**config.mk**
```make
export PLATFORM = sky130hd
export DESIGN_NAME = arbhot_rr
export DESIGN_NICKNAME = d
export VERILOG_FILES = /design/src/rtl/arbhot_rr_pkg.sv /design/src/rtl/arbhot_rr_rr_pick.sv /design/src/rtl/arbhot_rr.sv
export SDC_FILE = /design/constraint.sdc
export NUM_CORES = 1
export LEC_CHECK = 0
export CORE_AREA = 2 2 448 450
export CTS_BUF_LIST = sky130_fd_sc_hd__clkbuf_16
export CTS_CLUSTER_DIAMETER = 150
export DETAILED_ROUTE_END_ITERATION = 12
export DIE_AREA = 0 0 450 452
export PLACE_DENSITY_LB_ADDON = 0.12
export SLEW_MARGIN = 20
export SYNTH_ARGS = -nofsm -noshare
export SYNTH_HDL_FRONTEND = slang
export SYNTH_SLANG_ARGS = --single-unit
```
**constraint.sdc**
```tcl
create_clock -name clk -period 18.52 [get_ports clk]
set_input_delay 3.704 -clock clk [delete_from_list [all_inputs] [get_ports clk]]
set_output_delay 3.704 -clock clk [all_outputs]
set_load 0.005 [all_outputs]
```
**src/rtl/arbhot_rr_pkg.sv**
```systemverilog
// -----------------------------------------------------------------------------
// arbhot_rr_pkg
// Shared definitions for the round-robin arbiter family:
//   - clog2        : pointer width helper (never returns less than 1)
//   - slot_state_e : EMPTY/FULL view of the single output slot
//   - RST_*        : reset values for the priority pointer and the output slot
// -----------------------------------------------------------------------------
package arbhot_rr_pkg;

    // Width needed to index n items; a minimum of 1 keeps ptr a real vector
    // even for the smallest legal arbiter (N=2).
    function automatic int clog2(input int n);
        int w;
        w = 1;
        while ((1 << w) < n) begin
            w++;
        end
        return w;
    endfunction

    typedef enum logic {
        SLOT_EMPTY = 1'b0,
        SLOT_FULL  = 1'b1
    } slot_state_e;

    localparam int   RST_PTR       = 0;
    localparam logic RST_OUT_VALID = 1'b0;
    // Fill bit used for the data and select words of the slot on reset.
    localparam logic RST_FILL      = 1'b0;

endpackage

```
**src/rtl/arbhot_rr_rr_pick.sv**
```systemverilog
// -----------------------------------------------------------------------------
// rr_pick
// Combinational round-robin picker. Searches i_req starting at index i_ptr,
// wrapping modulo N; the first set bit wins.
// Ports:
//   i_req    [N]  request vector
//   i_ptr    [PW] index with highest priority this cycle
//   o_grant  [N]  one-hot grant, all-zero when no request is set
//   o_winner [PW] index of the granted bit (0 when o_grant is zero)
// -----------------------------------------------------------------------------
module rr_pick
    import arbhot_rr_pkg::*;
#(
    parameter int N  = 16,
    parameter int PW = clog2(N)
) (
    input  logic [N-1:0]  i_req,
    input  logic [PW-1:0] i_ptr,
    output logic [N-1:0]  o_grant,
    output logic [PW-1:0] o_winner
);

    logic [N-1:0] w_rot;
    logic [N-1:0] w_rel_oh;

    // Rotate right by ptr so that relative position 0 is the priority index.
    always_comb begin
        w_rot = '0;
        for (int j = 0; j < N; j++) begin
            w_rot[j] = i_req[(j + int'(i_ptr)) % N];
        end
    end

    // Fixed-priority find-first-set: isolate the lowest set bit.
    assign w_rel_oh = w_rot & (~w_rot + {{(N-1){1'b0}}, 1'b1});

    // Rotate the one-hot result back left by ptr and encode its index.
    always_comb begin
        o_grant  = '0;
        o_winner = '0;
        for (int j = 0; j < N; j++) begin
            if (w_rel_oh[j]) begin
                o_grant[(j + int'(i_ptr)) % N] = 1'b1;
                o_winner = PW'((j + int'(i_ptr)) % N);
            end
        end
    end

endmodule

```
**src/rtl/arbhot_rr.sv**
```systemverilog
// -----------------------------------------------------------------------------
// arbhot_rr
// Round-robin arbiter over N valid/ready channels with a single registered
// output slot. Each cycle the slot can load, one requester is picked and its
// data is captured together with a one-hot select for the downstream one-hot
// mux. out_sel is always one-hot or zero.
// Ports:
//   clk        clock, all state on rising edge
//   nreset     asynchronous active-low reset
//   in_valid   [N]     per-channel request
//   in_data    [N*DW]  concatenated channel data, channel 0 in the LSBs
//   in_ready   [N]     per-channel accept, at most one bit set
//   out_valid          slot holds a valid word
//   out_ready          downstream accepts the slot word
//   out_data   [DW]    registered data of the granted channel
//   out_sel    [N]     registered one-hot grant matching out_data
// -----------------------------------------------------------------------------
module arbhot_rr
    import arbhot_rr_pkg::*;
#(
    parameter int DW = 64,
    parameter int N  = 16
) (
    input  logic            clk,
    input  logic            nreset,
    input  logic [N-1:0]    in_valid,
    input  logic [N*DW-1:0] in_data,
    output logic [N-1:0]    in_ready,
    output logic            out_valid,
    input  logic            out_ready,
    output logic [DW-1:0]   out_data,
    output logic [N-1:0]    out_sel
);

    localparam int PW = clog2(N);

    logic [PW-1:0] r_ptr;
    logic          r_out_valid;
    logic [DW-1:0] r_out_data;
    logic [N-1:0]  r_out_sel;

    slot_state_e   w_slot_state;
    logic          w_load;
    logic [N-1:0]  w_grant;
    logic [PW-1:0] w_winner;
    logic          w_any;
    logic [PW-1:0] w_ptr_next;
    logic [DW-1:0] w_slice [N];
    logic [DW-1:0] w_sel_data;

    assign w_slot_state = r_out_valid ? SLOT_FULL : SLOT_EMPTY;

    // The slot can take a new word when it is empty or is being drained now.
    assign w_load = (w_slot_state == SLOT_EMPTY) | out_ready;

    rr_pick #(
        .N  (N),
        .PW (PW)
    ) u_pick (
        .i_req    (in_valid),
        .i_ptr    (r_ptr),
        .o_grant  (w_grant),
        .o_winner (w_winner)
    );

    assign w_any    = |w_grant;
    assign in_ready = w_grant & {N{w_load}};

    // Explicit wrap keeps the pointer in 0..N-1 for non-power-of-two N.
    assign w_ptr_next = (w_winner == PW'(N - 1)) ? '0 : (w_winner + PW'(1));

    // AND-OR data select; the grant is one-hot so at most one slice survives.
    for (genvar gi = 0; gi < N; gi++) begin : g_slice
        assign w_slice[gi] = in_data[gi*DW +: DW] & {DW{w_grant[gi]}};
    end

    always_comb begin
        w_sel_data = '0;
        for (int i = 0; i < N; i++) begin
            w_sel_data = w_sel_data | w_slice[i];
        end
    end

    always_ff @(posedge clk or negedge nreset) begin
        if (!nreset) begin
            r_ptr       <= PW'(RST_PTR);
            r_out_valid <= RST_OUT_VALID;
            r_out_data  <= {DW{RST_FILL}};
            r_out_sel   <= {N{RST_FILL}};
        end else if (w_load) begin
            if (w_any) begin
                r_out_valid <= 1'b1;
                r_out_sel   <= w_grant;
                r_out_data  <= w_sel_data;
                r_ptr       <= w_ptr_next;
            end else begin
                // Nothing to load: empty the slot, leave data and ptr alone.
                r_out_valid <= 1'b0;
                r_out_sel   <= '0;
            end
        end
    end

    assign out_valid = r_out_valid;
    assign out_data  = r_out_data;
    assign out_sel   = r_out_sel;

endmodule

```
## After elaboration in Yosys (flattened, before gate mapping)

Index checks and enable logic that the tools add are counted.

- Bits in registers: 85
- Input port bits: 1043
- Output and inout bits: 97

- Add/sub/neg operators: 17
- Magnitude comparators: 32
- Equal/unequal tests: 1
- Mux-type cells: 115
- Bitwise gates (word level): 66
- Reduce and logical (&&, ||, !) cells: 33

Operator list:

| operator | count |
|---|---|
| 64-bit AND | 16 |
| 64-bit bitwise OR | 15 |
| 16-bit two-way mux | 17 |
| 16-bit bitwise OR | 15 |
| 5-bit by 6-bit < comparator with 1-bit output (second input constant) | 15 |
| 5-bit by 1-bit greater-or-equal comparator with 1-bit output (second input constant) | 15 |
| 4-bit two-way mux | 17 |
| 1-bit binary-select mux with 4-bit select | 16 |
| 1-bit demux with 4-bit select | 16 |
| 4-bit OR reduction | 15 |
| 1-bit two-way mux | 49 |
| 4-bit adder (first input constant) | 8 |
| 16-bit AND | 2 |
| 16-bit by 1-bit adder with 16-bit output (second input constant) | 1 |
| 3-bit by 4-bit adder with 4-bit output (first input constant) | 4 |
| 1-bit logical AND | 16 |
| 16-bit NOT | 1 |
| 16-bit OR reduction | 1 |
| 1-bit AND (first input constant) | 15 |
| 2-bit by 4-bit adder with 4-bit output (first input constant) | 2 |
| 4-bit by 5-bit < comparator with 1-bit output (second input constant) | 1 |
| 1-bit by 4-bit adder with 4-bit output (first input constant) | 1 |
| 4-bit by 1-bit adder with 4-bit output (second input constant) | 1 |
| 4-bit == test (second input constant) | 1 |
| 4 further kinds | 4 |

## Longest topological paths before layout

Gate-level depths: netlist (run 1).

- Depth in word-level cells: 56
- Depth in mapped cells: 25
- Depth with buffers taken out: 16

## Modules after synthesis

From an unflattened synthesis (run 1), not the netlist that was laid out.

- Cell total of the unflattened synthesis: 1614
- Area, all modules: 13315.3 µm²

Modules (own cells, without submodules):

| module | instances | cells an instance | area each (µm²) |
|---|---|---|---|
| arbhot_rr | 1 | 972 | 8658.3 |
| rr_pick | 1 | 642 | 4657.0 |

## Worst setup path before layout (run 1)

No wires, ideal clock.

- Kind: input-to-output
- From: input in_valid[2]
- To: output in_ready[5]
- Arrival time: 7139 ps
- Required time: 14816 ps
- Path slack: 7677 ps
- Cell stages on the path: 11
- Path buffers: 3
- Cell sequence: mux4_2 -> mux4_2 -> nor4_1 -> nand3_1 -> clkbuf_1 -> nor3_1 -> a21oi_1 -> o221ai_1 -> clkbuf_1 -> buf_1 -> and2_1

- Cells in the longest elaborated chain, start to end: 37

RTL lines:

| what | line | text |
|---|---|---|
| start: declaration | arbhot_rr.sv:26 | `input logic [N-1:0] in_valid,` |
| 1-bit binary-select mux with 4-bit select | arbhot_rr_rr_pick.sv:30 | `w_rot[j] = i_req[(j + int'(i_ptr)) % N];` |
| 1-bit two-way mux (implied by the code) | arbhot_rr_rr_pick.sv:30 |  |
| 16-bit NOT | arbhot_rr_rr_pick.sv:35 | `assign w_rel_oh = w_rot & (~w_rot + {{(N-1){1'b0}}, 1'b1});` |
| 16-bit by 1-bit adder with 16-bit output | arbhot_rr_rr_pick.sv:35 |  |
| 16-bit AND (*) | arbhot_rr_rr_pick.sv:35 |  |
| 16-bit two-way mux | arbhot_rr_rr_pick.sv:42 | `if (w_rel_oh[j]) begin` |
| 16-bit bitwise OR (no line) | -- |  |
| 16-bit two-way mux | arbhot_rr_rr_pick.sv:42 |  |
| [21 not listed] | -- |  |
| 16-bit two-way mux | arbhot_rr_rr_pick.sv:42 |  |
| 16-bit bitwise OR (no line) | -- |  |
| 16-bit two-way mux | arbhot_rr_rr_pick.sv:42 |  |
| 16-bit bitwise OR (no line) | -- |  |
| 16-bit two-way mux | arbhot_rr_rr_pick.sv:42 |  |
| 16-bit bitwise OR (no line) | -- |  |
| 16-bit two-way mux (*) | arbhot_rr_rr_pick.sv:42 |  |
| 16-bit AND (*) | arbhot_rr.sv:67 | `assign in_ready = w_grant & {N{w_load}};` |
| end: declaration | arbhot_rr.sv:28 | `output logic [N-1:0] in_ready,` |

Every way passes the cells marked *; elsewhere a longest branch is shown, timed or not. The select of a mux whose other input is x is not followed.

## Worst setup path in the final report (run 1)

- From: input in_valid[12]
- To: output in_ready[4]

The elaborated chain is that of the path after synthesis.

==> results_dict.tcl, run 1 <==
set metrics [dict create \
    grt_usage_pct 24.2 \
    num_vias 24000 \
    period_needed_ns 13.34 \
    cts-resized-gates 0 \
    met1_length_mm 97.3 \
    r2r_slack_ns 9.38 \
    critical-path-top-delay-family "simple AND/OR/NAND/NOR gates" \
    num_rows 164 \
    end_kind "output port" \
    antenna_left 0 \
    yosys_most_used_dff "dfrtp_1" \
    fin_skew_ns 0.0174 \
    design.core.area_mm2 0.199 \
    clk_pin_slew_ns 0.07 \
    htree_levels 3 \
    fin_crit_sh_pct 72.0 \
    syn_inst 1803 \
    dp_slack_ns 5.28 \
    drt_first_pass_iters 8 \
    synth_fa_ha_area_share_pct 1.56 \
    fp.dieW_um 450 \
    yosysSeqAreaShare_pct 15.6 \
    peakVddDrop_v 0.000119 \
    syn_area_per_cell_um2 7.55 \
    muxShareOfSynthArea_pct 9.60 \
    synthDistinctLibCells 86 \
    finalSetupViolations 0 \
    setup_ws_ns 5.18 \
    syn_nets 2863 \
    powerDensity_mw_per_mm2 265 \
    cts_tree "built" \
    dp_hpwl_mm 219 \
    cts_setup_buffers 0 \
    design_area_mm2 0.0289 \
    criticalPathCategory "input pin to output port" \
    ff2ff_path_depth 17 \
    p_leak_nw 9.58 \
    worstMarginPinSlew_ns 1.19 \
    start_util_pct 6.85 \
    path_cells "clkdlybuf4s50_1 -> mux4_2 -> mux2_2 -> mux2i_2 -> nand4_2 -> nor3_1 -> nand2_2 -> o221ai_1 -> a2111o_2 -> and2_1 -> clkdlybuf4s50_1" \
    crit_top_cell "clkdlybuf4s50_1" \
    top_layer_used "met5" \
    cp-start-kind "input pin" \
    min_from "out_data[9]$_DFFE_PN0P_" \
    required_ns 14.82 \
    yosys.area_share.simple_pct 23.8 \
    path_buf_inv 2 \
    synth-edff-count 0 \
    status "finished clean" \
    clk_latency_ns 0.47 \
    wl_met2_mm 125 \
    hold_viol_final 0 \
    layout.nets 3914 \
    drv_cap 0 \
    power.total_mw 7.65 \
    die-height_um 452 \
    cts_hold_repair.buffers 0 \
    grt_first_pass_wirelength_mm 310 \
    timing.hold.ws_ns 0.487 \
    fmax_mhz 75.0 \
    clock_path_buffers 2 \
    grt_antenna_before_repair 242 \
    viasPerCell 4.28 \
    cts_inserted_buffers 9 \
    crit_slowest_cell "nand4_2" \
    synth_top_family_by_area "compound AO/OA/AOI/OAI gates" \
    min_to "out_data[9]$_DFFE_PN0P_" \
    wl_per_cell_um 46.1 \
    hold_class "register to register" \
    synthXorXnorAreaFrac_pct 1.40 \
    cp.arrival_ns 9.64 \
    areaGrowthSynthToFinish_pct 112 \
    slowest_delay_ns 1.04 \
    ys_ff_latch 85 \
    wl_met3_mm 20.0 \
    drc 0 \
    grt_overflow 0 \
    grt_pass1_vias 23000 \
    rsz0062_at_grt "false" \
    dieArea_mm2 0.203 \
    io_pins 1140 \
    final_max_slew_viol_count 0 \
    min_path_cells 2 \
    grt_max_degree 67 \
    tns_ns 0 \
    async_flop_share_pct 100 \
    cts_root_buffer "clkbuf_16" \
    synth-compound-area-share_pct 41.3 \
    clock_sinks 85 \
    routed_wirelength_mm 258 \
    crit_fanout 24 \
    syn-cell-area_mm2 0.0136 \
    r2r_end "out_data[4]$_DFFE_PN0P_" \
    slew-limit-headroom_pct 20.4 \
    place_congestion 0.967 \
    place_area_mm2 0.0284 \
    ys_warn_count 0 \
    r2r-start "r_ptr[2]$_DFFE_PN0P_" \
    port_buffers 1139 \
    drtIter0Drc 3058 \
    drive_above_1_share_pct 7.69 \
]
## cells in the mapped netlist (13+ instances only)
| cell type | number | share of area [%] |
|---|---|---|
| o21ai_1 | 53 | 1.9 |
| inv_1 | 17 | 0.47 |
| nor2_1 | 73 | 2.0 |
| clkbuf_1 | 107 | 3.0 |
| ha_1 | 17 | 1.6 |
| o21ai_0 | 38 | 1.4 |
| nand2_1 | 282 | 7.8 |
| nand4_1 | 90 | 4.1 |
| o22ai_1 | 17 | 0.78 |
| or4_1 | 13 | 0.72 |
| nor3_1 | 55 | 2.0 |
| dfrtp_1 | 85 | 16 |
| mux2i_1 | 31 | 2.3 |
| a22o_1 | 65 | 4.2 |
| buf_1 | 27 | 0.74 |
| a211oi_1 | 67 | 3.7 |
| nand3_1 | 41 | 1.5 |
| nor4_1 | 22 | 1.0 |
| mux2_2 | 27 | 2.2 |
| a222oi_1 | 127 | 9.3 |
| a221oi_1 | 65 | 4.2 |
| a22oi_1 | 138 | 7.6 |
| mux4_2 | 28 | 4.6 |
| and2_1 | 20 | 0.92 |
| buf_2 | 45 | 1.7 |
| or3_1 | 19 | 0.87 |
| and3_1 | 14 | 0.64 |
| a21oi_1 | 42 | 1.5 |
## power breakdown
group          internal (mW)  switching (mW)
Clock                 0.0914           0.127
Sequential             0.301          0.0526
Combinational           1.97            5.12
## metal layers
metal	vias up	track usage [%]
met2	1592	41.2
met5	-	0
met1	12200	27.8
li1	9684	-
met3	444	6.27
met4	70	13.1
## through the flow
step,util (%),cells
floorplan,-,1803
global placement,14.3,5497
detailed placement,14.3,5498
CTS,14.4,5514
global route,14.5,5556
finish,14.5,5594
## cell type report
cell class | count | area (um2)
fill | 22900 | 170000
timing repair buffer | 1232 | 12100
multi-input combinational | 1506 | 10800
tap | 2656 | 3320
sequential | 85 | 2130
clock buffer | 9 | 225
antenna | 79 | 198
inverter | 20 | 75.1
clock inverter | 7 | 50.0
## layout by cell type (no fill, tap or decap), drive strengths merged, types with 28 or more instances in the layout
master / instances
clkdlybuf4s50: 1138
nand2: 284
a22oi: 138
a222oi: 127
buf: 94
nand4: 91
o21ai: 91
dfrtp: 85
diode: 79
nor2: 74
a211oi: 67
a22o: 65
a221oi: 65
nor3: 55
a21oi: 42
nand3: 41
mux2i: 34
mux4: 28
mux2: 28
## state kept, by name, indices dropped and copies added (netlist names)
register and cells:
out_data 64, out_valid 1, out_sel 16, r_ptr 4
## worst min-delay path: cells and delay by family, from the launching register on
family	cells	cell delay [ns]
flip-flops	1	0.35
AO/OA/AOI/OAI	1	0.06
AND/OR/NAND/NOR	1	0.05
## worst max-delay path by stage
stage                 startpoint          end  depth (start not counted)
finish              in_valid[12]  in_ready[4]                         11
global route        in_valid[14]  in_ready[4]                         11
CTS                 in_valid[12]  in_ready[4]                         11
detailed placement  in_valid[12]  in_ready[4]                         11
global placement     in_valid[2]  in_ready[4]                         11
floorplan            in_valid[2]  in_ready[5]                         11
## logic make-up (layout without fill, tap and decap cells)
family,count (synthesis),after routing
compound gates,716,716
xor+xnor,17,17
fa+ha+maj,17,17
buf+inv,212,1268
flops,85,85
mux,90,90
other cells,0,79
simple gates,666,666
Note: power is estimated with default switching activity, not from simulation.
==> run 2: changes to the inputs <==
--- a/config.mk
+++ b/config.mk
@@ -5,11 +5,11 @@
 export SDC_FILE = /design/constraint.sdc
 export NUM_CORES = 1
 export LEC_CHECK = 0
-export CORE_AREA = 2 2 448 450
+export CORE_AREA = 2 2 449 451
 export CTS_BUF_LIST = sky130_fd_sc_hd__clkbuf_16
 export CTS_CLUSTER_DIAMETER = 150
 export DETAILED_ROUTE_END_ITERATION = 12
-export DIE_AREA = 0 0 450 452
+export DIE_AREA = 0 0 451 453
 export PLACE_DENSITY_LB_ADDON = 0.12
 export SLEW_MARGIN = 20
 export SYNTH_ARGS = -nofsm -noshare
==> constraint.sdc (replaced) <==
create_clock -name clk -period 11.8 [get_ports clk]
set_input_delay 2.36 -clock clk [delete_from_list [all_inputs] [get_ports clk]]
set_output_delay 2.36 -clock clk [all_outputs]
set_load 0.005 [all_outputs]
==> run 2 against run 1 <==
  * Hold slack improved by 0.0017 ns
  * Global-route usage down 0.44 points
  * Power grew 56%
  * Critical path type unchanged
==> results_dict.tcl, run 2 (synthesis results as in run 1) <==
set metrics [dict create \
    drt_first_pass_iters 13 \
    wl_per_cell_um 45.5 \
    layout_common_cells "clkdlybuf4s50_1, nand2_1, a22oi_1" \
    fin_crit_sh_pct 85.3 \
    num_rows 164 \
    switching_share_pct 68.4 \
    cts-resized-gates 0 \
    clock_path_buffers 2 \
    dp_slack_ns 1.96 \
    internal_power_mw 3.77 \
    grt_first_pass_wirelength_mm 307 \
    largest_register_ff_count 64 \
    p_clk_share_pct 3.0 \
    cp.arrival_ns 7.70 \
    viasPerCell 4.25 \
    routed_wirelength_mm 254 \
    path_cells "clkdlybuf4s50_1 -> mux4_2 -> mux2i_2 -> buf_4 -> mux2i_1 -> nor4_2 -> buf_4 -> nand2_1 -> buf_4 -> nor4_1 -> a2111oi_0 -> nand2_4 -> and2_1 -> clkdlybuf4s50_1" \
    end_kind "output port" \
    final_max_slew_viol_count 0 \
    antenna_left 0 \
    place_congestion 0.950 \
    status "finished clean" \
    port_buffers 1139 \
    grt_overflow 0 \
    crit_top_cell "buf_4" \
    grt_usage_pct 23.8 \
    drtIter0Drc 3042 \
    cts_tree "built" \
    clock_sinks 85 \
    cts_setup_buffers 0 \
    powerDensity_mw_per_mm2 411 \
    setup_ws_ns 1.74 \
    slowest_delay_ns 0.75 \
    clk_pin_slew_ns 0.07 \
    cts_inserted_buffers 9 \
    cp-start-kind "input pin" \
    design.core.area_mm2 0.199 \
    drv_cap 0 \
    criticalPathCategory "input pin to output port" \
    io_pins 1140 \
    finalSetupViolations 0 \
    dp_hpwl_mm 217 \
    layout.nets 3923 \
    hold_class "register to register" \
    drc 0 \
    crit_slowest_cell "nor4_1" \
    dieArea_mm2 0.204 \
    period_needed_ns 10.06 \
    hold_viol_final 0 \
    p_leak_nw 9.63 \
    peakVddDrop_v 0.000226 \
    fmax_mhz 99.4 \
    tns_ns 0 \
    cts_root_buffer "clkbuf_16" \
    grt_antenna_before_repair 210 \
    rsz0062_at_grt "false" \
    fin_skew_ns 0.0160 \
    num_vias 23700 \
    clk_latency_ns 0.46 \
    crit_fanout 24 \
    seqPwrFrac_pct 4.6 \
    p_switching_mw 8.15 \
    required_ns 9.44 \
    grt_pass1_vias 22900 \
    drive_above_1_share_pct 7.98 \
    htree_levels 3 \
    fillerInstances 22700 \
    comb_power_share_pct 92.4 \
    grt_max_degree 128 \
    die-height_um 453 \
    cts_hold_repair.buffers 0 \
    fp.dieW_um 451 \
    slew-limit-headroom_pct 25.1 \
    worstMarginPinSlew_ns 1.12 \
    start_util_pct 6.83 \
    areaGrowthSynthToFinish_pct 113 \
    final_common_cell "clkdlybuf4s50_1" \
]
-- run 2: power groups by stage --
| stage | sequential [mW] | combinational, mW | clock (mW) |
|---|---|---|---|
| final | 0.551 | 11.0 | 0.360 |
| after global routing | 0.573 | 11.5 | 0.393 |
| after CTS | 0.556 | 11.2 | 0.394 |
| after detailed placement | 0.561 | 11.2 | 0 |
| after global placement | 0.555 | 11.3 | 0 |
| after floorplan | 0.563 | 4.85 | 0 |
-- run 2: metrics by stage --
stage / power [mW] / hold WS (ns) / utilization, % / instance area (um2) / cells
after floorplan: 5.41 / 0.471 / - / 13600 / 1803
after global placement: 11.8 / 0.469 / 14.3 / 28500 / 5506
after detailed placement: 11.7 / 0.476 / 14.3 / 28500 / 5508
after CTS: 12.1 / 0.494 / 14.5 / 28800 / 5524
after global routing: 12.4 / 0.518 / 14.5 / 28900 / 5548
final: 11.9 / 0.489 / 14.5 / 29000 / 5588
-- run 2: critical path, delay by kind of cell --
family                 cells  cell delay, ns
muxes                      3            1.05
buffers and inverters      5            2.13
and+or+nand+nor            5            1.72
AOI/OAI and AO/OA          1            0.39
-- run 2: path summary, 6_finish.rpt --
kind | start | depth (start not counted) | slack, ns | endpoint
min in group asynchronous | nreset | 1 | 1.83 | out_data[20]$_DFFE_PN0P_
setup / recovery | in_valid[2] | 14 | 1.74 | in_ready[7]
hold / removal | out_data[5]$_DFFE_PN0P_ | 2 | 0.49 | out_data[5]$_DFFE_PN0P_
max in group asynchronous | nreset | 2 | 8.66 | out_data[26]$_DFFE_PN0P_
setup reg to reg | r_ptr[1]$_DFFE_PN0P_ | 19 | 3.42 | out_data[47]$_DFFE_PN0P_
hold reg to reg | out_data[5]$_DFFE_PN0P_ | 2 | 0.49 | out_data[5]$_DFFE_PN0P_
-- run 2: final cells by class --
cell class | instances | area [um2] | share of cell area [%]
inverter | 20 | 75.1 | 0.259
multi-input combinational | 1506 | 10800 | 37.1
clock buffer | 9 | 225 | 0.777
tap | 2656 | 3320 | 11.5
timing repair buffer | 1241 | 12200 | 42.2
antenna | 64 | 160 | 0.553
clock inverter | 7 | 73.8 | 0.255
sequential | 85 | 2130 | 7.35
-- run 2: per-layer routing --
layer / vias to the layer above / global-route usage (%) / wire length [um]
met3: 403 / 5.73 / 17100
met5: - / 0 / 425
li1: 9699 / - / -
met2: 1473 / 40.3 / 122000
met4: 64 / 11.2 / 14100
met1: 12100 / 28.2 / 101000
